### config.mk
export PLATFORM = sky130hd
export DESIGN_NAME = instr_fetch_unit
export DESIGN_NICKNAME = d
export VERILOG_FILES = /design/src/rtl/fetch_pkg.sv /design/src/rtl/fetch_fifo.sv /design/src/rtl/instr_fetch_unit.sv
export SDC_FILE = /design/constraint.sdc
export NUM_CORES = 1
export LEC_CHECK = 0
export CORE_MARGIN = 4
export CORE_UTILIZATION = 35
export DETAILED_ROUTE_END_ITERATION = 10
export MAX_ROUTING_LAYER = met4
export PLACE_DENSITY_LB_ADDON = 0.3
export SETUP_SLACK_MARGIN = 0.05
export SLEW_MARGIN = 20
export SYNTH_ARGS = -nofsm -noshare
export SYNTH_HDL_FRONTEND = slang
export SYNTH_HIERARCHICAL = 1
export SYNTH_SLANG_ARGS = --single-unit
### constraint.sdc
create_clock -name clk -period 8.1 [get_ports clk]
set_clock_uncertainty 0.2 [all_clocks]
set_input_delay 1.62 -clock clk [delete_from_list [all_inputs] [get_ports clk]]
set_output_delay 1.62 -clock clk [all_outputs]
set_load 0.05 [all_outputs]
### src/rtl/fetch_pkg.sv
// Shared types and helpers for the instruction fetch unit and its prefetch FIFO.
package fetch_pkg;

    localparam int INSTR_BYTES = 4;
    localparam int PC_W        = 64;
    localparam int INSTR_W     = 32;
    localparam int ENTRY_W     = PC_W + INSTR_W;

    typedef struct packed {
        logic [63:0] pc;
        logic [31:0] instr;
    } fetch_entry_t;

    typedef enum logic {
        FS_RUN   = 1'b0,
        FS_FAULT = 1'b1
    } fetch_state_t;

    // Widened by one bit so pc+3 near 2^64 cannot wrap back into range.
    function automatic logic addr_bad(input logic [63:0] pc, input logic [64:0] mem_size);
        logic [64:0] last_byte;
        last_byte = {1'b0, pc} + 65'(INSTR_BYTES - 1);
        return (pc[1:0] != 2'b00) || (last_byte >= mem_size);
    endfunction

endpackage

### src/rtl/fetch_fifo.sv
// Prefetch FIFO of {pc, instr} entries; wrap-bit pointers, flush has priority over push/pop.
module fetch_fifo
    import fetch_pkg::*;
#(
    parameter int DEPTH = 4
) (
    input  logic               clk,
    input  logic               reset_n,
    input  logic               push,
    input  logic               pop,
    input  logic               flush,
    input  logic [ENTRY_W-1:0] wr_data,
    output logic [ENTRY_W-1:0] head,
    output logic               empty,
    output logic               full
);

    localparam int AW = $clog2(DEPTH);

    logic [AW:0]        wr_ptr;
    logic [AW:0]        rd_ptr;
    logic [ENTRY_W-1:0] mem [DEPTH];
    logic               wr_en;
    logic               rd_en;

    assign empty = (wr_ptr == rd_ptr);
    assign full  = (wr_ptr[AW] != rd_ptr[AW]) && (wr_ptr[AW-1:0] == rd_ptr[AW-1:0]);

    // A write into a full FIFO is legal only when the head leaves in the same cycle.
    assign wr_en = push && (!full || pop) && !flush;
    assign rd_en = pop && !empty && !flush;

    assign head = mem[rd_ptr[AW-1:0]];

    always_ff @(posedge clk or negedge reset_n) begin
        if (!reset_n) begin
            wr_ptr <= '0;
            rd_ptr <= '0;
        end else if (flush) begin
            wr_ptr <= '0;
            rd_ptr <= '0;
        end else begin
            if (wr_en) begin
                wr_ptr <= wr_ptr + (AW+1)'(1);
            end
            if (rd_en) begin
                rd_ptr <= rd_ptr + (AW+1)'(1);
            end
        end
    end

    always_ff @(posedge clk) begin
        if (wr_en) begin
            mem[wr_ptr[AW-1:0]] <= wr_data;
        end
    end

endmodule

### src/rtl/instr_fetch_unit.sv
// Fetch sequencer: drives the ROM address from fetch_pc, queues {pc, instr} for decode,
// handles redirects and raises a sticky fault on misaligned or out-of-range fetch addresses.
module instr_fetch_unit
    import fetch_pkg::*;
#(
    parameter int          MEM_SIZE = 1024,
    parameter int          DEPTH    = 4,
    parameter logic [63:0] RESET_PC = 64'h0
) (
    input  logic        clk,
    input  logic        reset_n,
    output logic [63:0] imem_addr,
    input  logic [31:0] imem_instr,
    output logic [31:0] instr,
    output logic [63:0] instr_pc,
    output logic        instr_valid,
    input  logic        instr_ready,
    input  logic        redirect_valid,
    input  logic [63:0] redirect_pc,
    output logic        fault,
    output logic [63:0] fault_pc
);

    fetch_state_t       state;
    fetch_state_t       state_nxt;
    logic [63:0]        fetch_pc;
    logic [63:0]        fetch_pc_nxt;
    logic [63:0]        fault_pc_q;
    logic [63:0]        fault_pc_nxt;
    logic               bad;
    logic               push;
    logic               pop;
    logic               fifo_empty;
    logic               fifo_full;
    fetch_entry_t       wr_entry;
    fetch_entry_t       head_entry;
    logic [ENTRY_W-1:0] head_bits;

    assign bad = addr_bad(fetch_pc, 65'(MEM_SIZE));

    assign instr_valid = !fifo_empty;
    assign pop  = instr_valid && instr_ready && !redirect_valid;
    assign push = (state == FS_RUN) && !bad && !redirect_valid && (!fifo_full || pop);

    assign wr_entry   = '{pc: fetch_pc, instr: imem_instr};
    assign head_entry = head_bits;

    fetch_fifo #(
        .DEPTH (DEPTH)
    ) u_fifo (
        .clk     (clk),
        .reset_n (reset_n),
        .push    (push),
        .pop     (pop),
        .flush   (redirect_valid),
        .wr_data (wr_entry),
        .head    (head_bits),
        .empty   (fifo_empty),
        .full    (fifo_full)
    );

    always_comb begin
        state_nxt    = state;
        fetch_pc_nxt = fetch_pc;
        fault_pc_nxt = fault_pc_q;
        if (redirect_valid) begin
            state_nxt    = FS_RUN;
            fetch_pc_nxt = redirect_pc;
        end else begin
            case (state)
                FS_RUN: begin
                    if (bad) begin
                        state_nxt    = FS_FAULT;
                        fault_pc_nxt = fetch_pc;
                    end else if (push) begin
                        fetch_pc_nxt = fetch_pc + 64'(INSTR_BYTES);
                    end
                end
                FS_FAULT: begin
                    state_nxt = FS_FAULT;
                end
                default: begin
                    state_nxt = FS_RUN;
                end
            endcase
        end
    end

    always_ff @(posedge clk or negedge reset_n) begin
        if (!reset_n) begin
            state      <= FS_RUN;
            fetch_pc   <= RESET_PC;
            fault_pc_q <= '0;
        end else begin
            state      <= state_nxt;
            fetch_pc   <= fetch_pc_nxt;
            fault_pc_q <= fault_pc_nxt;
        end
    end

    assign imem_addr = fetch_pc;
    assign instr     = head_entry.instr;
    assign instr_pc  = head_entry.pc;
    assign fault     = (state == FS_FAULT);
    assign fault_pc  = fault_pc_q;

endmodule

==> summary.md <==
| Metric | Value |
|---|---|
| Htree depth | 2 |
| Gr ovfl total | 0 |
| Tcrit/Tclk final | about three quarters |
| Least-Margin Pin Slew | between 900 and 1000 ps |
| DRC errors left | 0 |
| Cts hold-fix bufs | 0 |
| Critical Path RT | between 8000 and 9000 ps |
| PD cells | 241 nW/um2 |
| Post-CTS setup buffers | 0 |
| Reg-to-reg critical path endpoint | u_fifo/mem[0][5]$_DFFE_PP_ |
| Clock buffer count from CTS | between 50 and 60 |
| Worst r2r src | imem_addr[6]$_DFFE_PN0P_ |
| Fin crit period | ~6100 ps |
| Hold_sp | fault_pc[2]$_DFFE_PN0P_ |
| Yosys top cell area share | between 50% and 60% |
| Fillers | between 5k and 6k |
| Die area | approximately 65000 um2 |
| Number of global-route vias before repair | 12.7k |
| Max cap viols | 0 |
| Num rows | 90 |
| I/O pins | ~330 |
| CP Launch Type | flop |
| Min-delay worst type | flop to flop |
| Vias | about 12k |
| Number of clock sinks | slightly above 500 |
| Sequential fraction of the synthesis area | 69.5% |
| 1st-iter DRT viols | about 1000 |
| Setup TNS | 0 ps |
| Critical path endpoint category | flop |
| Largest net degree at the start of global routing | 75 |
| Most frequent cells in the layout | edfxtp_1 (384), clkdlybuf4s50_1 (323), dfrtp_1 (133) |
| Die W | 256 um |
| WL final | between 50000 and 60000 um |
| Final Hold Fails | 0 |
| Share of cells above drive strength 1 | 21.5% |
| P_leak | ~9.3 nW |
| Initial Util | between 30% and 40% |
| Post_cts resized | 0 |
| Commonest non-fill, non-tap cell in the layout | edfxtp_1 |
| EDFF count, synth | around 380 |
| Syn nets | between 1k and 1.5k |
| Antenna violations before repair | 0 |
| Synth Area per Inst | 18.2 um2 |
| Drt first pass iters | 5 |
| Final-stage net count | approximately 1.6k |
| Yosys cell types | 66 |
| Detail Route Antenna Nets | 0 |
| Placer Congestion | roughly 0.91 |
| Area leader, netlist | edfxtp_1 |
| CTS Root Buffer Type | clkbuf_16 |
| Unrepaired setup endpoints after global routing | false |
| DP HPWL | roughly 38000 um |
| Yosys reg bits | 519 |
| Final non-filler cell total | 2347 |
| Critical path arrival | 6150 ps |
| Die Span Y | 256 um |
| Worst Setup Path Type | flop to flop |
| Syn Std Cell Area | roughly 21000 um2 |
| Worst hold margin | 310 ps |
| Core ar. | just over 60000 um2 |
| Worst Path Max Fanout | 49 |
| Reg2reg path depth | 12 |
| Ys flop type | edfxtp_1 |
| Maximum root-to-sink buffer count | 3 |
| FMAX | approximately 160 MHz |
| Setup violators final | 0 |
| Clk_lat worst skew | ~600 ps |
| Synth top area cells | edfxtp_1 (54%), dfrtp_1 (16%), mux4_2 (10%), mux2_4 (4.3%), mux2_2 (2.5%) |
| Worst R2R Setup Slack | 2010 ps |
| First-pass GRT wire length | 86900 um |
| Hold depth | 1 |
| Layout area overhead | 27.5% |
| Routed WL per cell | 24.7 um |
| Antenna cell count | 0 |
| Async SR Flop Fraction | 26.0% |
| Post-DR vias/cell | ~5.2 |
| CTS tree | done |
| Max IR drop VDD | 0.163 mV |
| Hold Path Sink | fault_pc[2]$_DFFE_PN0P_ |
| Total Routing Usage GR | around 18% |
| Worst rel slew slack | between 30% and 40% |
| Synth Instances | ~1.2k |
| Clock transition at the registers of the reported paths | approximately 60 ps |
| Pins over their slew limit | 0 |
| Yosys warns | 6 |
| Status | complete, no violations |
| Placed insts | roughly 2.2k |
| Port buffer count | 325 |
-- cells in the mapped netlist, types with 11 or more instances --
library cell and count:
buf_2 15, edfxtp_1 384, nand4_1 30, a31oi_1 11, nor4_1 17, dfrtp_1 135
nand2_1 43, mux2_2 48, o21ai_0 16, inv_1 18, nor3_1 20, nor2_1 39
mux4_2 96, clkbuf_1 23, mux2_4 61, nand3_1 40
-- power breakdown --
| group | internal (mW) | total, mW | switching [mW] |
|---|---|---|---|
| Sequential | 2.97 | 3.14 | 0.167 |
| Combinational | 0.333 | 0.857 | 0.524 |
| Clock | 1.56 | 2.60 | 1.05 |
-- layout make-up --
class | instances | area [um2] | area share (%)
inverter | 19 | 71.3 | 0.261
timing repair buffer | 340 | 3410 | 12.5
clock buffer | 69 | 1520 | 5.56
multi-input combinational | 583 | 6060 | 22.2
sequential | 519 | 14900 | 54.6
clock inverter | 35 | 385 | 1.41
tap | 782 | 978 | 3.58
-- routing by layer --
| layer | routed length, um | share of wire (%) | vias to the layer above | global-route usage (%) |
|---|---|---|---|---|
| li1 | - | - | 5420 | - |
| met1 | 25600 | 44 | 6406 | 24.6 |
| met2 | 28100 | 48 | 416 | 28.1 |
| met3 | 3380 | 5.8 | 78 | 3.53 |
| met4 | 1090 | 1.9 | 0 | 4.14 |
| met5 | 0 | 0 | - | - |
-- state kept, by name, summed over array words and instances, names as in the netlist --
signal,count
u_fifo/mem,384
imem_addr,64
u_fifo/rd_ptr,3
fault,1
u_fifo/wr_ptr,3
fault_pc,64
-- worst max-delay path: stages, from the launching register on --
cell and delay, ps:
dfrtp_1 590, nand4_1 370, nor2_1 840, nand4_1 420, o31ai_1 400, o211ai_1 200, nor4_4 290, nand4_1 460
nor3_1 410, nand2b_1 100, a41oi_1 310, and2_4 730, buf_12 380
-- how the worst max path moves through the flow --
stage,startpoint,endpoint,cells after the start
final,imem_addr[6]$_DFFE_PN0P_,u_fifo/mem[0][5]$_DFFE_PP_,12
after global routing,imem_addr[6]$_DFFE_PN0P_,u_fifo/mem[0][6]$_DFFE_PP_,11
after CTS,imem_addr[7]$_DFFE_PN0P_,u_fifo/mem[3][6]$_DFFE_PP_,11
after detailed placement,imem_addr[7]$_DFFE_PN0P_,u_fifo/mem[3][12]$_DFFE_PP_,11
after global placement,imem_addr[18]$_DFFE_PN0P_,u_fifo/mem[3][12]$_DFFE_PP_,12
after floorplan,imem_addr[9]$_DFFE_PN0P_,u_fifo/mem[2][0]$_DFFE_PP_,14
-- metrics by stage --
stage | power (mW) | area [um2] | setup WS [ps] | util (%)
2_1_floorplan | 3.67 | 21400 | 1500 | -
3_3_place_gp | 4.05 | 25400 | 2190 | 42.1
3_5_place_dp | 4.06 | 25400 | 2030 | 42.1
4_1_cts | 6.67 | 27300 | 1970 | 45.2
5_1_grt | 6.84 | 27300 | 1450 | 45.2
6_report | 6.60 | 27300 | 2010 | 45.2
-- cell families (layout without fill, tap and decap cells) --
kind of cell	count (synthesis)	in the layout	synth area share, %
simple gates	258	258	6.66
compound gates	80	80	2.62
mux	216	216	17.4
flops	519	519	69.5
xor+xnor	23	23	1.15
buf+inv	79	463	2.29
fa+ha+maj	6	6	0.350
No activity file was read; power rests on OpenSTA's default activity.
